[src/rtl/rf_wr_arbiter.sv]
// rf_wr_arbiter: shares the register bank write port between ALU and LSU.
// One holding register per requester, round-robin drain into a write stage.
module rf_wr_arbiter #(
  parameter int DW = 32,
  parameter int AW = 5
) (
  input  logic          clk,
  input  logic          rst,
  input  logic          alu_valid,
  input  logic [AW-1:0] alu_rd,
  input  logic [DW-1:0] alu_data,
  output logic          alu_ready,
  input  logic          lsu_valid,
  input  logic [AW-1:0] lsu_rd,
  input  logic [DW-1:0] lsu_data,
  output logic          lsu_ready,
  input  logic          flush,
  input  logic [AW-1:0] DIR_A,
  input  logic [AW-1:0] DIR_B,
  output logic          REG_WR,
  output logic [AW-1:0] DIR_WR,
  output logic [DW-1:0] DI,
  output logic          pend_a,
  output logic          pend_b
);

  logic          alu_hv_q, alu_hv_d;
  logic [AW-1:0] alu_rd_q, alu_rd_d;
  logic [DW-1:0] alu_dt_q, alu_dt_d;
  logic          lsu_hv_q, lsu_hv_d;
  logic [AW-1:0] lsu_rd_q, lsu_rd_d;
  logic [DW-1:0] lsu_dt_q, lsu_dt_d;
  logic          rr_q, rr_d;
  logic          wr_q, wr_d;
  logic [AW-1:0] dir_q, dir_d;
  logic [DW-1:0] di_q, di_d;

  logic grant_alu, grant_lsu;
  logic cap_alu, cap_lsu;

  // Round-robin grant and handshake readiness (rr=1 prefers LSU).
  always_comb begin
    grant_alu = alu_hv_q & (~lsu_hv_q | ~rr_q);
    grant_lsu = lsu_hv_q & (~alu_hv_q | rr_q);
    alu_ready = ~rst & (~alu_hv_q | grant_alu);
    lsu_ready = ~rst & (~lsu_hv_q | grant_lsu);
    cap_alu   = alu_valid & alu_ready & (alu_rd != '0);
    cap_lsu   = lsu_valid & lsu_ready & (lsu_rd != '0);
  end

  // Next state for holds, arbiter pointer and write stage.
  always_comb begin
    alu_hv_d = alu_hv_q;
    alu_rd_d = alu_rd_q;
    alu_dt_d = alu_dt_q;
    lsu_hv_d = lsu_hv_q;
    lsu_rd_d = lsu_rd_q;
    lsu_dt_d = lsu_dt_q;
    rr_d     = rr_q;
    wr_d     = grant_alu | grant_lsu;
    dir_d    = dir_q;
    di_d     = di_q;

    if (grant_alu) begin
      alu_hv_d = 1'b0;
      rr_d     = 1'b1;
      dir_d    = alu_rd_q;
      di_d     = alu_dt_q;
    end
    if (grant_lsu) begin
      lsu_hv_d = 1'b0;
      rr_d     = 1'b0;
      dir_d    = lsu_rd_q;
      di_d     = lsu_dt_q;
    end

    if (cap_alu) begin
      alu_hv_d = 1'b1;
      alu_rd_d = alu_rd;
      alu_dt_d = alu_data;
    end
    if (cap_lsu) begin
      lsu_hv_d = 1'b1;
      lsu_rd_d = lsu_rd;
      lsu_dt_d = lsu_data;
    end

    // Flush wins over refill; the grant made this cycle still completes.
    if (flush) begin
      alu_hv_d = 1'b0;
      lsu_hv_d = 1'b0;
    end
  end

  // State registers with asynchronous reset.
  always_ff @(posedge clk or posedge rst) begin
    if (rst) begin
      alu_hv_q <= 1'b0;
      alu_rd_q <= '0;
      alu_dt_q <= '0;
      lsu_hv_q <= 1'b0;
      lsu_rd_q <= '0;
      lsu_dt_q <= '0;
      rr_q     <= 1'b1;
      wr_q     <= 1'b0;
      dir_q    <= '0;
      di_q     <= '0;
    end else begin
      alu_hv_q <= alu_hv_d;
      alu_rd_q <= alu_rd_d;
      alu_dt_q <= alu_dt_d;
      lsu_hv_q <= lsu_hv_d;
      lsu_rd_q <= lsu_rd_d;
      lsu_dt_q <= lsu_dt_d;
      rr_q     <= rr_d;
      wr_q     <= wr_d;
      dir_q    <= dir_d;
      di_q     <= di_d;
    end
  end

  // Pending-write lookup over both holds and the write stage.
  always_comb begin
    pend_a = (DIR_A != '0) &&
             ((alu_hv_q && alu_rd_q == DIR_A) ||
              (lsu_hv_q && lsu_rd_q == DIR_A) ||
              (wr_q && dir_q == DIR_A));
    pend_b = (DIR_B != '0) &&
             ((alu_hv_q && alu_rd_q == DIR_B) ||
              (lsu_hv_q && lsu_rd_q == DIR_B) ||
              (wr_q && dir_q == DIR_B));
  end

  assign REG_WR = wr_q;
  assign DIR_WR = dir_q;
  assign DI     = di_q;

endmodule
[config.mk]
export PLATFORM = sky130hd
export DESIGN_NAME = rf_wr_arbiter
export DESIGN_NICKNAME = d
export VERILOG_FILES = /design/src/rtl/rf_wr_arbiter.sv
export SDC_FILE = /design/constraint.sdc
export NUM_CORES = 1
export LEC_CHECK = 0
export ABC_AREA = 0
export CORE_MARGIN = 1
export CORE_UTILIZATION = 65
export CTS_BUF_LIST = sky130_fd_sc_hd__clkbuf_4 sky130_fd_sc_hd__clkbuf_8
export DETAILED_ROUTE_END_ITERATION = 7
export DONT_BUFFER_PORTS = 1
export PLACE_DENSITY = 0.92
export SLEW_MARGIN = 30
export SYNTH_ARGS = -nofsm -noshare
export SYNTH_HDL_FRONTEND = slang
export SYNTH_SLANG_ARGS = --single-unit
[constraint.sdc]
create_clock -name clk -period 8.7 [get_ports clk]
set_input_delay 1.74 -clock clk [delete_from_list [all_inputs] [get_ports clk]]
set_output_delay 1.74 -clock clk [all_outputs]
set_load 0.05 [all_outputs]
# [After elaboration in Yosys (flattened, before gate mapping)]
# Cells that the tools add are included.
[totals] in_bits=89 regBits=115 output_inout_bits=42 word_cells=64
[classes] bitwise_logic=17 n_eq_ne=6 reduce_logical=19 muxes=12
[op_table] op="$mux 32" n=2
[op_table] op="$eq 5x5->1" n=6
[op_table] op="$reduce_bool 5->1" n=4
[op_table] op="$mux 5" n=2
[op_table] op="$and 1x1->1" n=8
[op_table] op="$logic_and 1x1->1" n=8
[op_table] op="$mux 1" n=8
[op_table] op="$reduce_bool 3->1" n=2
[op_table] op="$or 1x1->1" n=5
[op_table] op="$logic_or 1x1->1" n=4
[op_table] op="$not 1->1" n=4
[op_table] op="$reduce_bool 2->1" n=1

# [Depth between registers and ports, before layout]
# Gate-level depths: netlist of run 1.
[depth] depth_word=9 mapped_depth=6 depth_no_buf=4

# [Least setup slack after synthesis of run 1]
# OpenSTA, ideal clock, no wires.
[synth_path] kind="input -> output" from="input rst" to="output lsu_ready" n_path_buf=0 path_slack_ns=2.135 t_arrival_ns=4.825 path_stages=2 required_ns=6.960 path_cell_list="inv_1 -> and2_1"
[synth_via] elab_chain_len=2
[synth_lines] element="start, declared" line_no="8" rtl="input logic rst,"
[synth_lines] element="$not 1->1" line_no="46" rtl="lsu_ready = ~rst & (~lsu_hv_q | grant_lsu);"
[synth_lines] element="$and 1x1->1" line_no="46"
[synth_lines] element="end, declared" line_no="16" rtl="output logic lsu_ready,"
# No other way between the ends.

# [Worst setup path in the final report of run 1]
[layout_path] from="input DIR_B[0]" to="output pend_b"
[layout_via] elab_chain_len=5 elab_cells_between_ends=10 classes_between="3 x eq/ne; 7 x reduce/logical"
[layout_lines] element="start, declared" line_no="19" rtl="input logic [AW-1:0] DIR_B,"
[layout_lines] element="$eq 5x5->1 (on tied branches)" line_no="129, 130"
[layout_lines] element="$logic_and 1x1->1 (on tied branches)" line_no="129, 130"
[layout_lines] element="$logic_or 1x1->1" line_no="129" rtl="((alu_hv_q && alu_rd_q == DIR_B) ||"
[layout_lines] element="$logic_or 1x1->1" line_no="130" rtl="(lsu_hv_q && lsu_rd_q == DIR_B) ||"
[layout_lines] element="$logic_and 1x1->1 *" line_no="128" rtl="pend_b = (DIR_B != '0) &&"
[layout_lines] element="end, declared" line_no="24" rtl="output logic pend_b"
# Every way passes the cells marked *; elsewhere a longest branch is shown, timed or not.

==> out/results.txt, run 1 <==
Fill count: 483
Outcome: completed
Routed WL per cell: 20.6 um
Hold_buf cts: 0
Setup bufs post-CTS: 0
Die Y: 89.9 um
Syn_nets: 473
Crit end category: output port
Sequential area share after synthesis: 57.3%
Total Routing Usage GR: 27.9%
CTS HTree Levels: 4
Max-slew headroom: 31.3%
Layout cells sized above 1: 20.1%
Nets: 478
Achievable Freq: 205 MHz
Adder-cell share of the synthesized area: 0%
Top post-synthesis cells by area: dfrtp_1 57%, mux2_1 8.5%, mux2_2 8.1%, mux2i_1 7.4%, xor2_1 4.4%
Mapped Cells: 384
Post-synthesis mux area share: 23.9%
Slew @ Worst Pin: 1.03 ns
Routed WL: 10300 um
Vias per cell: 5.97
Fin area: 5520 um2
Antenna fix cells: 0
Initial antenna violation count: 0
CP startpoint kind: input pin
Post-route ant nets: 0
Final setup viols: 0
Largest family of logic cells by synthesized area: multiplexers
Number of global-route vias before repair: 3378
Final number of hold-violating endpoints: 0
Compound-gate portion of the synthesized area: 5.25%
Simple-gate share of the synthesized area: 5.23%
Post_cts resized: 0
Mapped cell area: 5030 um2
CTS max path bufs: 2
Initial DRT Pass Iterations: 5
Distinct cells, synth: 26
Worst path slowest cell: a21oi_1
Lkg Pwr: 2.51 nW
Worst EP arrival: 3.14 ns
Area growth syn-to-layout: 9.73%
Final routed DRC violation total: 0
Worst min-delay path class: flop to flop
Post-layout min period: 4.88 ns
Number of port buffers: 0
RSZ-0062 raised after global routing: no
Root buf cell: clkbuf_8
TritonCTS clock tree: done
Number of buffers and inverters on the critical path: 0
Total Neg Setup Slack: 0 ns
Row count: 31
Worst-path clk slew: 0.07 ns
I/O pin total: 131
Max cap viols: 0
Dpl hpwl: 6910 um
First-pass GRT wire length: 17000 um
Core area: 7370 um2
#FFs+latches synth: 115
P per Cell Area: 286 nW/um2
Synthesized area per cell: 13.1 um2
Crit-path leading delay family: compound AO/OA/AOI/OAI gates
CP Max Fanout: 4
Clk_lat worst skew: 0.43 ns
Drt initial violations: 152
Final period util: 56.1%
Largest net degree at the start of global routing: 76
Synth Area in XOR/XNOR: 5.23%
Post-DP Area: 5080 um2
Yosys top cell area share: 56.7%
Yosys Warn Count: 0
Routability cong.: 1.02
CP max stage delay: 0.83 ns
Peak VDD IR: 0.175 mV
CTS Sinks: 115
Chip width: 89.9 um
WP data required: 6.96 ns
Worst-path cell chain: xor2_1, nor4_1, a32oi_1, a21oi_1
Worst Skew: 0.0115 ns
Starting density of the core: 68.2%
Final hold slack: 0.492 ns
CTS Buf Count: 17
Die ar.: 8090 um2
Gr ovfl total: 0
DR vias: 2990
Fin. max-slew vios: 0
Setup CP Type: input pin to output port
Synth area leader: dfrtp_1
==> kinds of logic (layout without fill, tap and decap cells) <==
| logic type | after synthesis | in the layout |
|---|---|---|
| buf+inv | 22 | 40 |
| compound gates | 48 | 48 |
| flops | 115 | 115 |
| mux | 111 | 111 |
| simple gates | 58 | 58 |
| xor+xnor | 30 | 30 |
==> layout by cell type (no fill, tap or decap) <==
cell / n
dfrtp_1: 114
nor2_1: 41
a21oi_1: 41
mux2_1: 38
mux2i_1: 37
mux2_2: 36
xor2_1: 25
clkbuf_8: 17
nor4_1: 6
xnor2_1: 5
buf_4: 5
or4_1: 4
clkinv_2: 4
clkinvlp_4: 4
bufinv_16: 4
nand3_1: 3
and2_1: 2
o211ai_4: 2
a32oi_1: 2
clkinv_4: 2
or2_2: 1
inv_1: 1
o21ai_4: 1
inv_4: 1
nand3b_1: 1
a21oi_2: 1
a31oi_1: 1
clkbuf_4: 1
buf_6: 1
dfstp_2: 1
==> layout make-up <==
class	count	area, um2	share of cell area (%)
inverters	2	10.0	0.181
flip-flops and latches	115	2880	52.2
well taps	99	124	2.25
multi-input cells	247	2030	36.7
clock buffers	18	241	4.38
clock inverters	14	188	3.40
repair buffers	6	48.8	0.885
==> cells in the mapped netlist, drive strengths merged <==
| cell type | n |
|---|---|
| nand3b | 1 |
| o21ai | 1 |
| clkbuf | 7 |
| xor2 | 25 |
| dfstp | 1 |
| a21oi | 42 |
| buf | 13 |
| nand3 | 3 |
| a31oi | 1 |
| or2 | 1 |
| mux2 | 74 |
| nor2 | 41 |
| or4 | 4 |
| mux2i | 37 |
| nor4 | 6 |
| dfrtp | 114 |
| o211ai | 2 |
| inv | 2 |
| a32oi | 2 |
| and2 | 2 |
| xnor2 | 5 |
==> sequential cells by signal (all words and copies together), names as in the netlist <==
signal and cells:
lsu_dt_q 32, lsu_hv_q 1, REG_WR 1, alu_hv_q 1
alu_rd_q 5, DI 32, rr_q 1, alu_dt_q 32
lsu_rd_q 5, DIR_WR 5
==> final timing paths <==
check	startpoint	endpoint	slack [ns]	depth (start not counted)
min reg2reg	alu_dt_q[0]$_DFFE_PP0P_	alu_dt_q[0]$_DFFE_PP0P_	0.49	1
max	DIR_B[0]	pend_b	3.82	4
min in group asynchronous	rst	DI[5]$_DFFE_PP0P_	1.22	1
min	alu_dt_q[0]$_DFFE_PP0P_	alu_dt_q[0]$_DFFE_PP0P_	0.49	1
max in group asynchronous	rst	alu_dt_q[9]$_DFFE_PP0P_	6.45	2
max reg2reg	rr_q$_DFFE_PP1P_	lsu_dt_q[14]$_DFFE_PP0P_	6.18	5
==> per-stage QoR <==
| step | instances | setup slack (ns) | utilization (%) | power (mW) |
|---|---|---|---|---|
| finish | 501 | 3.82 | 74.9 | 1.58 |
| global route | 501 | 3.79 | 74.9 | 1.65 |
| CTS | 501 | 3.82 | 74.8 | 1.59 |
| detailed placement | 469 | 3.82 | 69.0 | 1.06 |
| global placement | 469 | 3.85 | 68.9 | 1.05 |
| floorplan | 384 | 2.14 | - | 1.01 |
==> per-layer routing <==
layer | track usage (%) | share of wire [%] | up-vias
met1 | 32.4 | 39 | 1495
met4 | 12.4 | 2.5 | 0
li1 | - | - | 1356
met5 | 0 | 0 | -
met2 | 46.5 | 51 | 115
met3 | 10.3 | 7.0 | 24
==> where the power goes <==
group          internal, mW  switching, mW
clock                 0.313          0.213
sequential            0.632          0.236
combinational        0.0943         0.0913
No activity file was read; power rests on OpenSTA's default activity.
==> inputs of run 2 (changes only) <==
Clock period 8.7 ns to 5.1 ns, I/O delays scaled along.
==> run 2 against run 1 <==
Effect of this change: combinational power is 69% higher; setup slack got worse by 2.0 ns; flip-flop and latch count did not move; highest routed layer unchanged; sequential power grew 70%; critical path depth did not move.
==> out/results.txt, run 2 (synthesis gave the netlist of run 1 again) <==
CTS Sinks: 115 (unchanged)
Worst EP arrival: 2.29 ns (-0.85 ns)
RSZ-0062 raised after global routing: no
Area growth syn-to-layout: 9.08%
Row count: 31 (unchanged)
Worst Skew: 0.0122 ns (+0.000712 ns)
Hold_buf cts: 0 (unchanged)
Fin. max-slew vios: 0 (unchanged)
Fin area: 5480 um2 (-0.59%)
Worst-path cell chain: xor2_1, nor4_1, a32oi_1, a21oi_2
R2r setup slk: 2.59 ns (-3.59 ns)
Core area: 7370 um2 (unchanged)
Number of port buffers: 0 (unchanged)
Total Routing Usage GR: 27.5% (-0.36 points)
Root buf cell: clkbuf_8
DR vias: 3009 (+0.64%)
Drt initial violations: 161 (+5.9%)
Initial DRT Pass Iterations: 4 (-1)
I/O pin total: 131 (unchanged)
CTS Buf Count: 17 (unchanged)
Clk_lat worst skew: 0.42 ns (about the same)
CTS HTree Levels: 4 (unchanged)
Post-layout min period: 3.31 ns
Final number of hold-violating endpoints: 0 (unchanged)
Post-DP Area: 5080 um2 (about the same)
Max cap viols: 0 (unchanged)
Starting density of the core: 68.2% (unchanged)
Layout cells sized above 1: 19.6% (-0.55 points)
First-pass GRT wire length: 16700 um (-1.6%)
Initial antenna violation count: 0 (unchanged)
CP startpoint kind: flop
Worst path slowest cell: dfrtp_1
Dpl hpwl: 6810 um (-1.5%)
TritonCTS clock tree: done
Lkg Pwr: 2.50 nW (-0.27%)
Routed WL per cell: 20.5 um (-0.48%)
Gr ovfl total: 0 (unchanged)
Slew @ Worst Pin: 0.760 ns (-0.274 ns)
CP max stage delay: 0.61 ns (-0.22 ns)
Chip width: 89.9 um (unchanged)
Number of global-route vias before repair: 3264 (-3.4%)
Max-slew headroom: 49.2% (+18 points)
Antenna fix cells: 0 (unchanged)
CTS max path bufs: 2 (unchanged)
Routability cong.: 0.961 (-5.8%)
Die ar.: 8090 um2 (unchanged)
Routed WL: 10200 um (-1.3%)
Largest net degree at the start of global routing: 81 (+6.6%)
Nets: 478 (unchanged)
Peak VDD IR: 0.317 mV (+81%)
Achievable Freq: 302 MHz
Post-route ant nets: 0 (unchanged)
Die Y: 89.9 um (unchanged)
Worst-path clk slew: 0.06 ns (about the same)
Setup CP Type: flop to output port
Outcome: completed
CP Max Fanout: 4 (unchanged)
Vias per cell: 6.05 (+1.4%)
Final setup viols: 0 (unchanged)
Crit end category: output port
Final period util: 64.9%
WP data required: 4.08 ns (-2.88 ns)
Total Neg Setup Slack: 0 ns (unchanged)
P per Cell Area: 479 nW/um2 (+67%)
Commonest non-fill, non-tap cell in the layout: dfrtp_1
Setup bufs post-CTS: 0 (unchanged)
Post_cts resized: 0 (unchanged)
Worst min-delay path class: flop to flop
Final routed DRC violation total: 0 (unchanged)
Commonest cells after routing, fill and taps aside: 114 x dfrtp_1, 41 x nor2_1, 40 x a21oi_1
run 2: cell types whose count changed in the layout (fill, tap and decap cells not counted), moves of 2 or more:
cell,before,now
clkbuf_8,17,23
clkinvlp_4,4,1
bufinv_16,4,2
clkinv_4,2,0
run 2: power breakdown:
part           switching, mW  total (mW)  internal [mW]
logic                  0.153       0.314          0.161
clock network          0.329       0.828          0.499
registers              0.405        1.48           1.08
run 2: metrics by stage:
stage | util (%) | setup slack (ns) | std cells | hold slack (ns) | total power, mW
after floorplan | - | 0.794 | 384 | 0.464 | 1.72
after global placement | 68.9 | 1.58 | 469 | 0.473 | 1.78
after detailed placement | 68.9 | 1.49 | 469 | 0.481 | 1.81
after CTS | 74.3 | 1.51 | 497 | 0.495 | 2.64
after global routing | 74.4 | 1.68 | 497 | 0.509 | 2.73
final | 74.4 | 1.79 | 497 | 0.489 | 2.63
run 2: final timing paths:
check,startpoint,to,cells past startpoint
hold reg to reg,lsu_dt_q[13]$_DFFE_PP0P_,lsu_dt_q[13]$_DFFE_PP0P_,1
setup / recovery,DIR_WR[4]$_DFFE_PP0P_,pend_b,4
hold / removal,lsu_dt_q[13]$_DFFE_PP0P_,lsu_dt_q[13]$_DFFE_PP0P_,1
setup reg to reg,rr_q$_DFFE_PP1P_,lsu_dt_q[16]$_DFFE_PP0P_,5
max in group asynchronous,rst,alu_dt_q[29]$_DFFE_PP0P_,2
min in group asynchronous,rst,alu_dt_q[26]$_DFFE_PP0P_,1
run 2: cell type report:
cell class / count / area (um2)
flip-flops and latches: 115 / 2880
multi-input cells: 247 / 2030
fillers: 470 / 1890
clock buffers: 23 / 317
well taps: 99 / 124
clock inverters: 5 / 75.1
repair buffers: 6 / 48.8
inverters: 2 / 11.3
run 2: critical path: cells and delay by family (launching register included):
family	cells	cell delay [ns]
xor gates and xnor gates	1	0.26
AOI/OAI and AO/OA	2	0.71
DFF	1	0.61
and+or+nand+nor	1	0.28
run 2: per-layer routing:
layer  up-vias  global-route usage (%)  part of all wire [%]  wire [um]
li1       1353                       -                     -          -
met1      1520                    31.8                    39       3970
met2       117                    46.0                    52       5310
met3        19                    10.9                   6.7        680
met4         0                    11.2                   2.4        243
met5         -                       0                     0          0
==> inputs of run 3 (changes only) <==
Settings changed: CORE_UTILIZATION 65 to 59, PLACE_DENSITY 0.92 to 0.89.
Clock period 5.1 ns to 2.9 ns, I/O delays scaled along.
==> run 3 against run 2 <==
Effect of this change: via count increased by 0.13%; die area increased by 9.9%; sequential share of layout area decreased by 1.0 points; critical endpoint is now pend_a; total power increased by 82%.
==> out/results.txt, run 3 (synthesis gave the netlist of run 1 again) <==
Tot Pwr: 4.77 mW (+82%)
Max-slew headroom: 46.1% (-3.1 points)
Starting density of the core: 61.2% (-7.0 points)
Placement Setup Slack: 0.688 ns (-0.802 ns)
Dpl hpwl: 6960 um (+2.2%)
Fin area: 5590 um2 (+2.0%)
Post-route ant nets: 0 (unchanged)
Nets: 485 (+1.5%)
CTS Sinks: 115 (unchanged)
P per Cell Area: 853 nW/um2 (+78%)
Slew @ Worst Pin: 0.808 ns (+0.0488 ns)
Vias per cell: 5.86 (-3.2%)
Lkg Pwr: 2.54 nW (+1.8%)
Layout cells sized above 1: 21.3% (+1.7 points)
Post-DP Area: 5150 um2 (+1.4%)
Die Y: 94.3 um (+4.9%)
Crit end category: output port
I/O pin total: 131 (unchanged)
Setup CP Type: flop to output port
Fin. max-slew vios: 0 (unchanged)
RSZ-0062 raised after global routing: no
Chip width: 94.3 um (+4.9%)
Final worst slack: 0.219 ns (-1.57 ns)
Final routed DRC violation total: 0 (unchanged)
CTS Buf Count: 17 (unchanged)
Worst-path clk slew: 0.07 ns (about the same)
First-pass GRT wire length: 16100 um (-3.9%)
CP startpoint kind: flop
Total Routing Usage GR: 24.3% (-3.2 points)
Antenna fix cells: 0 (unchanged)
Total Neg Setup Slack: 0 ns (unchanged)
Clk_lat worst skew: 0.42 ns (about the same)
Final hold slack: 0.221 ns (-0.268 ns)
Post-layout min period: 2.68 ns
Routed WL: 10100 um (-0.81%)
Setup bufs post-CTS: 0 (unchanged)
Gr ovfl total: 0 (unchanged)
Commonest cells after routing, fill and taps aside: 114 x dfrtp_1, 42 x a21oi_1, 41 x nor2_1
TritonCTS clock tree: done
CP Max Fanout: 4 (unchanged)
Number of port buffers: 0 (unchanged)
DR vias: 3013 (+0.13%)
Commonest non-fill, non-tap cell in the layout: dfrtp_1
Row count: 33 (+6.5%)
Die ar.: 8890 um2 (+9.9%)
Fin util: 68.1% (-6.4 points)
CTS max path bufs: 2 (unchanged)
Max cap viols: 0 (unchanged)
Non-filler cells, final: 514 (+3.4%)
Hold_buf cts: 0 (unchanged)
Routability cong.: 0.845 (-12%)
Initial DRT Pass Iterations: 4 (unchanged)
Root buf cell: clkbuf_8
Core area: 8220 um2 (+11%)
Post_cts resized: 0 (unchanged)
Peak VDD IR: 0.551 mV (+74%)
Worst EP arrival: 2.10 ns (-0.19 ns)
Largest net degree at the start of global routing: 67 (-17%)
WP data required: 2.32 ns (-1.76 ns)
Outcome: completed
CTS HTree Levels: 4 (unchanged)
Achievable Freq: 373 MHz
Number of global-route vias before repair: 3290 (+0.80%)
Routed WL per cell: 19.7 um (-4.1%)
Placed Instances: 482 (+2.8%)
Worst Skew: 0.00644 ns (-0.00573 ns)
Drt initial violations: 133 (-17%)
Initial antenna violation count: 0 (unchanged)
Final number of hold-violating endpoints: 0 (unchanged)
Worst min-delay path class: input pin to flop
Final setup viols: 0 (unchanged)
Area growth syn-to-layout: 11.2%
Final period util: 92.5%
[run 3: changes by cell type in the layout (fill, tap and decap cells not counted)]
cell | previous run | this run
a21oi_1 | 40 | 42
buf_6 | 1 | 0
clkinvlp_4 | 1 | 5
buf_12 | 0 | 1
a21oi_2 | 2 | 0
bufinv_16 | 2 | 4
clkbuf_8 | 23 | 18
clkinv_4 | 0 | 1
inv_6 | 0 | 1
buf_4 | 5 | 12
clkbuf_4 | 0 | 1
[run 3: final cells by class]
class                           count  area, um2
Clock buffer                       19        255
Clock inverter                     13        183
Fill cell                         602       2630
Inverter                            2       11.3
Multi-Input combinational cell    247       2020
Sequential cell                   115       2880
Tap cell                          105        131
Timing Repair Buffer               13        110
[run 3: layer usage]
layer / vias to the layer above / routed length, um / track usage, %
met5: - / 0 / 0
met4: 0 / 223 / 10.4
li1: 1376 / - / -
met3: 19 / 611 / 7.44
met2: 113 / 5290 / 41.7
met1: 1505 / 4000 / 28.2
[run 3: path summary, 6_finish.rpt]
kind	cells after the start	start	slack (ns)	to
min in group asynchronous	2	rst	0.32	alu_rd_q[0]$_DFFE_PP0P_
hold reg to reg	1	lsu_dt_q[17]$_DFFE_PP0P_	0.49	lsu_dt_q[17]$_DFFE_PP0P_
setup reg to reg	4	lsu_hv_q$_DFFE_PP0P_	1.05	DI[20]$_DFFE_PP0P_
max in group asynchronous	3	rst	1.48	alu_dt_q[4]$_DFFE_PP0P_
hold / removal	1	flush	0.22	lsu_hv_q$_DFFE_PP0P_
setup / recovery	5	DIR_WR[2]$_DFFE_PP0P_	0.22	pend_a
[run 3: report_power, final]
part           switching (mW)  internal [mW]
Sequential              0.700           1.90
Clock                   0.644          0.967
Combinational           0.270          0.290
[run 3: worst max-delay path, stage by stage, from the launching register on]
cell     delay (ns)
dfrtp_1        0.60
xor2_1         0.25
nor4_1         0.36
a32oi_1        0.10
a21oi_1        0.16
buf_4          0.22
